$ cat src/rtl/fp16_pkg.sv
// Shared binary16 constants and types for the FP unit (divider and FMA datapaths).
package fp16_pkg;

   localparam int SIGN_W = 1;
   localparam int EXP_W  = 5;
   localparam int FRAC_W = 10;
   localparam int SIG_W  = FRAC_W + 1;
   localparam int BIAS   = 15;

   localparam logic [15:0] QNAN   = 16'h7E00;
   localparam logic [15:0] MAXFIN = 16'h7BFF;
   localparam logic [15:0] INF    = 16'h7C00;

   typedef enum logic [1:0] {
      RM_RZ  = 2'b00,
      RM_RNE = 2'b01,
      RM_RP  = 2'b10,
      RM_RN  = 2'b11
   } rm_e;

   localparam int FLG_NV = 4;
   localparam int FLG_DZ = 3;
   localparam int FLG_OF = 2;
   localparam int FLG_UF = 1;
   localparam int FLG_NX = 0;

   typedef enum logic [2:0] {
      IDLE  = 3'd0,
      CHECK = 3'd1,
      ITER  = 3'd2,
      ROUND = 3'd3,
      DONE  = 3'd4
   } div_state_e;

endpackage

$ cat src/rtl/fp16_round.sv
// Combinational binary16 rounder: rounds an 11-bit significand with guard/sticky and
// resolves exponent overflow/underflow into the final encoding and exception flags.
module fp16_round
   import fp16_pkg::*;
(
   input  logic              sign_i,
   input  logic signed [6:0] e_i,
   input  logic [10:0]       sig_i,
   input  logic              guard_i,
   input  logic              sticky_i,
   input  rm_e               rm_i,
   output logic [15:0]       result_o,
   output logic              of_o,
   output logic              uf_o,
   output logic              nx_o
);

   logic              inexact;
   logic              rnd_up;
   logic [11:0]       sum;
   logic              carry;
   logic [9:0]        frac_r;
   logic signed [6:0] e_r;

   always_comb begin
      inexact = guard_i | sticky_i;
      case (rm_i)
         RM_RNE:  rnd_up = guard_i & (sticky_i | sig_i[0]);
         RM_RP:   rnd_up = ~sign_i & inexact;
         RM_RN:   rnd_up = sign_i & inexact;
         default: rnd_up = 1'b0;
      endcase

      // Only 0x7FF + 1 can reach 0x800; every other sum keeps the hidden bit at [10].
      sum    = {1'b0, sig_i} + {11'd0, rnd_up};
      carry  = (sum[11:10] == 2'b10);
      frac_r = carry ? 10'd0 : sum[9:0];
      e_r    = carry ? (e_i + 7'sd1) : e_i;

      result_o = {sign_i, e_r[4:0], frac_r};
      of_o     = 1'b0;
      uf_o     = 1'b0;
      nx_o     = inexact;

      if (e_r >= 7'sd31) begin
         of_o = 1'b1;
         nx_o = 1'b1;
         case (rm_i)
            RM_RZ:   result_o = {sign_i, MAXFIN[14:0]};
            RM_RNE:  result_o = {sign_i, INF[14:0]};
            RM_RP:   result_o = sign_i ? {1'b1, MAXFIN[14:0]} : INF;
            default: result_o = sign_i ? {1'b1, INF[14:0]} : MAXFIN;
         endcase
      end else if (e_r <= 7'sd0) begin
         result_o = {sign_i, 15'd0};
         uf_o     = 1'b1;
         nx_o     = 1'b1;
      end
   end

endmodule

$ cat src/rtl/fdiv16.sv
// Multi-cycle binary16 divider: special-case screening, 13-step restoring quotient
// iteration, then a shared rounding stage; valid/ready on both request and response.
module fdiv16
   import fp16_pkg::*;
(
   input  logic        clk,
   input  logic        reset_n,
   input  logic        in_valid,
   output logic        in_ready,
   input  logic [15:0] x,
   input  logic [15:0] y,
   input  logic [1:0]  roundmode,
   output logic        out_valid,
   input  logic        out_ready,
   output logic [15:0] result,
   output logic [4:0]  flags
);

   div_state_e        state_q, state_d;
   logic [3:0]        cnt_q, cnt_d;
   logic [15:0]       result_q, result_d;
   logic [4:0]        flags_q, flags_d;

   logic [15:0]       x_q, x_d, y_q, y_d;
   rm_e               rm_q, rm_d;
   logic              sign_q, sign_d;
   logic signed [6:0] e_q, e_d;
   logic [11:0]       rem_q, rem_d;
   logic [10:0]       my_q, my_d;
   logic [12:0]       q_q, q_d;

   logic [4:0]        ex, ey;
   logic [10:0]       mx, my;
   logic              x_zero, y_zero, x_inf, y_inf, x_nan, y_nan, x_snan, y_snan;
   logic signed [6:0] exp_diff;
   logic              rem_ge;
   logic [11:0]       rem_sub, rem_sel;

   logic [15:0]       rnd_result;
   logic              rnd_of, rnd_uf, rnd_nx;

   // Operand decode; subnormals (exponent 0) count as zero.
   assign ex       = x_q[14:10];
   assign ey       = y_q[14:10];
   assign mx       = {1'b1, x_q[9:0]};
   assign my       = {1'b1, y_q[9:0]};
   assign x_zero   = (ex == 5'd0);
   assign y_zero   = (ey == 5'd0);
   assign x_inf    = (ex == 5'h1F) && (x_q[9:0] == 10'd0);
   assign y_inf    = (ey == 5'h1F) && (y_q[9:0] == 10'd0);
   assign x_nan    = (ex == 5'h1F) && (x_q[9:0] != 10'd0);
   assign y_nan    = (ey == 5'h1F) && (y_q[9:0] != 10'd0);
   assign x_snan   = x_nan & ~x_q[9];
   assign y_snan   = y_nan & ~y_q[9];
   assign exp_diff = $signed({2'b00, ex}) - $signed({2'b00, ey});

   assign rem_ge   = (rem_q >= {1'b0, my_q});
   assign rem_sub  = rem_q - {1'b0, my_q};
   assign rem_sel  = rem_ge ? rem_sub : rem_q;

   fp16_round u_round (
      .sign_i   (sign_q),
      .e_i      (e_q),
      .sig_i    (q_q[12:2]),
      .guard_i  (q_q[1]),
      .sticky_i (q_q[0] | (rem_q != 12'd0)),
      .rm_i     (rm_q),
      .result_o (rnd_result),
      .of_o     (rnd_of),
      .uf_o     (rnd_uf),
      .nx_o     (rnd_nx)
   );

   always_comb begin
      state_d  = state_q;
      cnt_d    = cnt_q;
      result_d = result_q;
      flags_d  = flags_q;
      x_d      = x_q;
      y_d      = y_q;
      rm_d     = rm_q;
      sign_d   = sign_q;
      e_d      = e_q;
      rem_d    = rem_q;
      my_d     = my_q;
      q_d      = q_q;

      case (state_q)
         IDLE: begin
            if (in_valid) begin
               x_d     = x;
               y_d     = y;
               rm_d    = rm_e'(roundmode);
               state_d = CHECK;
            end
         end
         CHECK: begin
            sign_d  = x_q[15] ^ y_q[15];
            cnt_d   = 4'd0;
            flags_d = 5'd0;
            state_d = DONE;
            if (x_nan | y_nan) begin
               result_d        = QNAN;
               flags_d[FLG_NV] = x_snan | y_snan;
            end else if ((x_zero & y_zero) | (x_inf & y_inf)) begin
               result_d        = QNAN;
               flags_d[FLG_NV] = 1'b1;
            end else if (y_zero & ~x_inf) begin
               result_d        = {x_q[15] ^ y_q[15], INF[14:0]};
               flags_d[FLG_DZ] = 1'b1;
            end else if (x_inf) begin
               result_d = {x_q[15] ^ y_q[15], INF[14:0]};
            end else if (x_zero | y_inf) begin
               result_d = {x_q[15] ^ y_q[15], 15'd0};
            end else begin
               // Pre-normalise so the first quotient bit is always 1.
               state_d = ITER;
               my_d    = my;
               q_d     = 13'd0;
               if (mx < my) begin
                  rem_d = {mx, 1'b0};
                  e_d   = exp_diff + 7'sd14;
               end else begin
                  rem_d = {1'b0, mx};
                  e_d   = exp_diff + 7'sd15;
               end
            end
         end
         ITER: begin
            q_d   = {q_q[11:0], rem_ge};
            rem_d = rem_sel << 1;
            cnt_d = cnt_q + 4'd1;
            if (cnt_q == 4'd12) state_d = ROUND;
         end
         ROUND: begin
            result_d = rnd_result;
            flags_d  = {2'b00, rnd_of, rnd_uf, rnd_nx};
            state_d  = DONE;
         end
         DONE: begin
            if (out_ready) state_d = IDLE;
         end
         default: state_d = IDLE;
      endcase
   end

   always_ff @(posedge clk or negedge reset_n) begin
      if (!reset_n) begin
         state_q  <= IDLE;
         cnt_q    <= 4'd0;
         result_q <= 16'h0000;
         flags_q  <= 5'd0;
      end else begin
         state_q  <= state_d;
         cnt_q    <= cnt_d;
         result_q <= result_d;
         flags_q  <= flags_d;
      end
   end

   always_ff @(posedge clk) begin
      x_q    <= x_d;
      y_q    <= y_d;
      rm_q   <= rm_d;
      sign_q <= sign_d;
      e_q    <= e_d;
      rem_q  <= rem_d;
      my_q   <= my_d;
      q_q    <= q_d;
   end

   assign in_ready  = reset_n & (state_q == IDLE);
   assign out_valid = (state_q == DONE);
   assign result    = result_q;
   assign flags     = flags_q;

endmodule

$ cat config.mk
export PLATFORM = sky130hd
export DESIGN_NAME = fdiv16
export DESIGN_NICKNAME = d
export VERILOG_FILES = /design/src/rtl/fp16_pkg.sv /design/src/rtl/fp16_round.sv /design/src/rtl/fdiv16.sv
export SDC_FILE = /design/constraint.sdc
export NUM_CORES = 1
export LEC_CHECK = 0
export ABC_AREA = 1
export CAP_MARGIN = 0
export CORE_UTILIZATION = 35
export CTS_CLUSTER_DIAMETER = 60
export CTS_CLUSTER_SIZE = 16
export DETAILED_ROUTE_END_ITERATION = 10
export SYNTH_ARGS = -nofsm -noshare
export SYNTH_HDL_FRONTEND = slang
export SYNTH_SLANG_ARGS = --single-unit
$ cat constraint.sdc
create_clock -name clk -period 3.3 [get_ports clk]
set_input_delay 0.495 -clock clk [delete_from_list [all_inputs] [get_ports clk]]
set_output_delay 0.495 -clock clk [all_outputs]
set_load 0.005 [all_outputs]
==> flow_summary_export.csv, run 1 <==
group,metric,value,unit
timing,min_period,3050,ps
clocking,ctsHtreeMaxLevel,3,
timing,finalSetupViolCount,0,
yosys,postSynthCellCount,651,
setup_path,arrival,3330,ps
yosys,synth_top_area_cell,"edfxtp_1",
worst_hold_path,min_path_type,"register to register",
global_routing,grt_pass1_wl,20.3,mm
worst_hold_path,min_from,"y_q[9]",
setup_path,timing.rr.end,"result[9]",
drt,dr.first_iter.drc_count,231,
setup_path,critPathMostFrequentCell,"nand2_1",
power,power_leakage,0.00316,uW
finish,finish.utilization,43.7,%
timing,fmaxAchievable,328,MHz
floorplanning,io-pin-count,61,
finish,final_area,0.00722,mm^2
timing,slew_violations,0,
yosys,synth.avg_cell_area,9.08,um^2
finish,drive_above_1_share,9.40,%
placed_design,io_buffers,60,
global_routing,track_usage,14.8,%
yosys,yosysMostFrequentCell,"nand2_1",
timing,final_hold_viol_count,0,
power,ir_worst_vdd,0.000397,V
clocking,cts_tree,"built",
setup_path,crit_chain,"nand2_1, nand2_1, nand2_1, inv_1, o32ai_2, ha_2, ha_2, nand3_1, nor2_1, nand2_1, nor2_4, nand4_1, xor2_4, nand2_4, nand2_1, nand3_1, a21oi_1",
clocking,numCtsBuffers,9,
drt,route.detailed.drc,0,
setup_path,cp-end-kind,"register",
yosys,syn-num-nets,723,
timing,skew,6.66,ps
placed_design,dp_hpwl,9.45,mm
yosys,synth-seq-area-share,51.0,%
clocking,root_buffer,"clkbuf_16",
drt,dr.pass1.iters,5,
drt,ant_nets,0,
timing,final.period_utilization,92.4,%
worst_hold_path,holdPathEnd,"my_q[9]",
clocking,clkTransAtPathRegs,70,ps
yosys,synth_area_leaders,"edfxtp_1 39%, dfrtp_1 12%, nand2_1 7.7%",
drt,drt_wl_total,12.4,mm
setup_path,cpPeakStageDelay,430,ps
power,p_total,6100,uW
drt,wire_per_inst,13.0,um
run,maxCapViolations,0,
floorplanning,dieArea,0.0174,mm^2
placed_design,placed_cell_area,0.00681,mm^2
clocking,cts_max_path_buffers,2,
yosys,synthArstFlopShare,26.7,%
global_routing,antenna_found_initial,0,
timing,fin_tns_setup,0,ps
setup_path,crit_family,"simple AND/OR/NAND/NOR gates",
setup_path,critPathRequiredTime,3580,ps
finish,layout-area-overhead-vs-synth,22.1,%
clocking,cts_num_sinks,105,
timing,worstMarginPinSlew,581,ps
yosys,synth_common_cells,"122 x nand2_1, 96 x inv_1, 77 x edfxtp_1",
setup_path,cp_max_fo,11,
run_status,status,"complete, no violations",
worst_hold_path,whs_path_depth,0,
floorplanning,die_h,132,um
yosys,yosys_warnings,0,
setup_path,start_kind,"register",
yosys,synth_top_area_share,39.1,%
yosys,syn_area,0.00591,mm^2
floorplanning,core_area,0.0165,mm^2
floorplanning,initial_core_util,35.8,%
finish,antenna_cells,0,
yosys,synthDistinctLibCells,43,
floorplanning,die-width,132,um
global_routing,grt_max_degree,35,
yosys,synth-main-ff-cell,"edfxtp_1",
setup_path,path_class,"register to register",
setup_path,worst-path-buf-inv,1,
yosys,ys_ff_latch,105,
floorplanning,placementRows,47,
yosys,synth-edff-count,77,
power,p_per_area,845,mW/mm^2
finish,nNetsFinal,801,
setup_path,rrSetupSlack,250,ps
drt,viasPerCell,4.80,
setup_path,cp_slowest_cell,"edfxtp_1",
timing,slew_headroom,60.8,%
clocking,worstSkewPairLatency,360,ps
global_routing,grt_pass1_vias,4249,
setup_path,r2r_start,"rm_q[0]",
placed_design,gp_congestion,0.906,
setup_path,reg2reg_depth,17,
timing,hold_ws,450,ps
global_routing,overflow,0,
drt,vias,4577,
-- where the power goes --
group          total (uW)  switching (uW)  internal (uW)
combinational        2730            1630           1100
clock                 982             475            507
sequential           2390             351           2040
-- state kept, by name (all words and copies together), names as in the netlist --
signal	flops
state_q	3
y_q	16
e_q	7
q_q	13
my_q	10
x_q	16
sign_q	1
flags	5
result	16
cnt_q	4
rm_q	2
rem_q	12
-- cell usage in the layout (no fill, tap or decap), drive strengths merged, types with 2 or more instances in the layout --
| cell type | Yosys | routed |
|---|---|---|
| xor2 | 17 | 17 |
| edfxtp | 77 | 77 |
| buf | 4 | 17 |
| xnor2 | 6 | 6 |
| o211ai | 4 | 4 |
| o31ai | 2 | 2 |
| nor4 | 4 | 4 |
| clkinv | 0 | 5 |
| nor2 | 77 | 77 |
| dfrtp | 28 | 28 |
| o21ai | 53 | 53 |
| nand3 | 40 | 40 |
| ha | 32 | 32 |
| clkdlybuf4s50 | 0 | 60 |
| a21oi | 34 | 34 |
| a31oi | 4 | 4 |
| nand4 | 10 | 10 |
| clkbuf | 6 | 10 |
| o21bai | 3 | 3 |
| a21o | 2 | 2 |
| nor3 | 5 | 5 |
| fa | 2 | 2 |
| a211oi | 2 | 2 |
| nand2 | 132 | 132 |
| inv | 99 | 100 |
-- timing repair --
| item | in CTS | in global routing |
|---|---|---|
| gates resized for setup | 1 | 17 |
| hold buffers | 0 | 0 |
| pin swaps | 0 | 9 |
| endpoints found under the setup margin | 6 | 17 |
| setup buffers | 0 | 8 |
| gates cloned | 0 | 0 |
-- stage by stage --
stage	setup WS [ps]	std cells
global route	-29.1	954
global placement	96.6	930
floorplan	577	651
CTS	9.80	946
detailed placement	-10.7	930
finish	250	954
-- kinds of logic (layout without fill, tap and decap cells) --
kind of cell	after synthesis	after routing	synth area share, %
compound gates	110	110	10.5
simple gates	270	270	20.3
fa+ha+maj	34	34	7.45
buf+inv	109	192	7.16
xor+xnor	23	23	3.54
flops	105	105	51.0
-- per-layer routing --
layer,share of wire (%),wire (um),track usage (%)
met1,45,5580,18.2
met2,49,6100,25.3
met3,3.9,490,2.85
met4,2.0,251,6.07
met5,0,0,0
-- final cells by class --
type                       instances  area (um^2)
clock buffer                      10          229
multi-input combinational        437         2560
timing repair buffer              77          728
sequential                       105         3010
inverter                          99          372
tap                              220          275
fill                            1549         9310
clock inverter                     6         33.8
-- worst max-delay path by stage --
stage	cells after the start	end	slack, ps	startpoint
after floorplan	17	result[1]	580	rem_q[1]
after global placement	16	result[4]	100	rem_q[4]
after detailed placement	16	result[7]	-10	rem_q[4]
after CTS	16	result[7]	10	rem_q[1]
after global routing	20	result[6]	-30	rem_q[4]
final	17	result[9]	250	rm_q[0]
-- worst reg2reg max path: cells and delay by family (launching register included) --
| family | cells | cell delay, ps |
|---|---|---|
| XOR/XNOR | 1 | 410 |
| AND/OR/NAND/NOR | 11 | 1220 |
| flip-flops | 1 | 430 |
| AO/OA/AOI/OAI | 2 | 430 |
| buffers and inverters | 1 | 60 |
| adder cells (fa/ha/maj) | 2 | 420 |
Power figures use the tool's default switching activity.
==> run 2: changes to the inputs <==
--- a/config.mk
+++ b/config.mk
@@ -8,7 +8,6 @@
 export ABC_AREA = 1
 export CAP_MARGIN = 0
 export CORE_UTILIZATION = 35
-export CTS_CLUSTER_DIAMETER = 60
 export CTS_CLUSTER_SIZE = 16
 export DETAILED_ROUTE_END_ITERATION = 10
 export SYNTH_ARGS = -nofsm -noshare
==> results of run 2 <==
Same layout as run 1: the final DEF is identical, and so are final timing and power.
==> run 3: changes to the inputs <==
--- a/config.mk
+++ b/config.mk
@@ -10,6 +10,7 @@
 export CORE_UTILIZATION = 35
 export CTS_CLUSTER_SIZE = 16
 export DETAILED_ROUTE_END_ITERATION = 10
+export HOLD_SLACK_MARGIN = 0.06
 export SYNTH_ARGS = -nofsm -noshare
 export SYNTH_HDL_FRONTEND = slang
 export SYNTH_SLANG_ARGS = --single-unit
==> results of run 3 <==
Same layout as run 1: the final DEF is identical, and so are final timing and power.
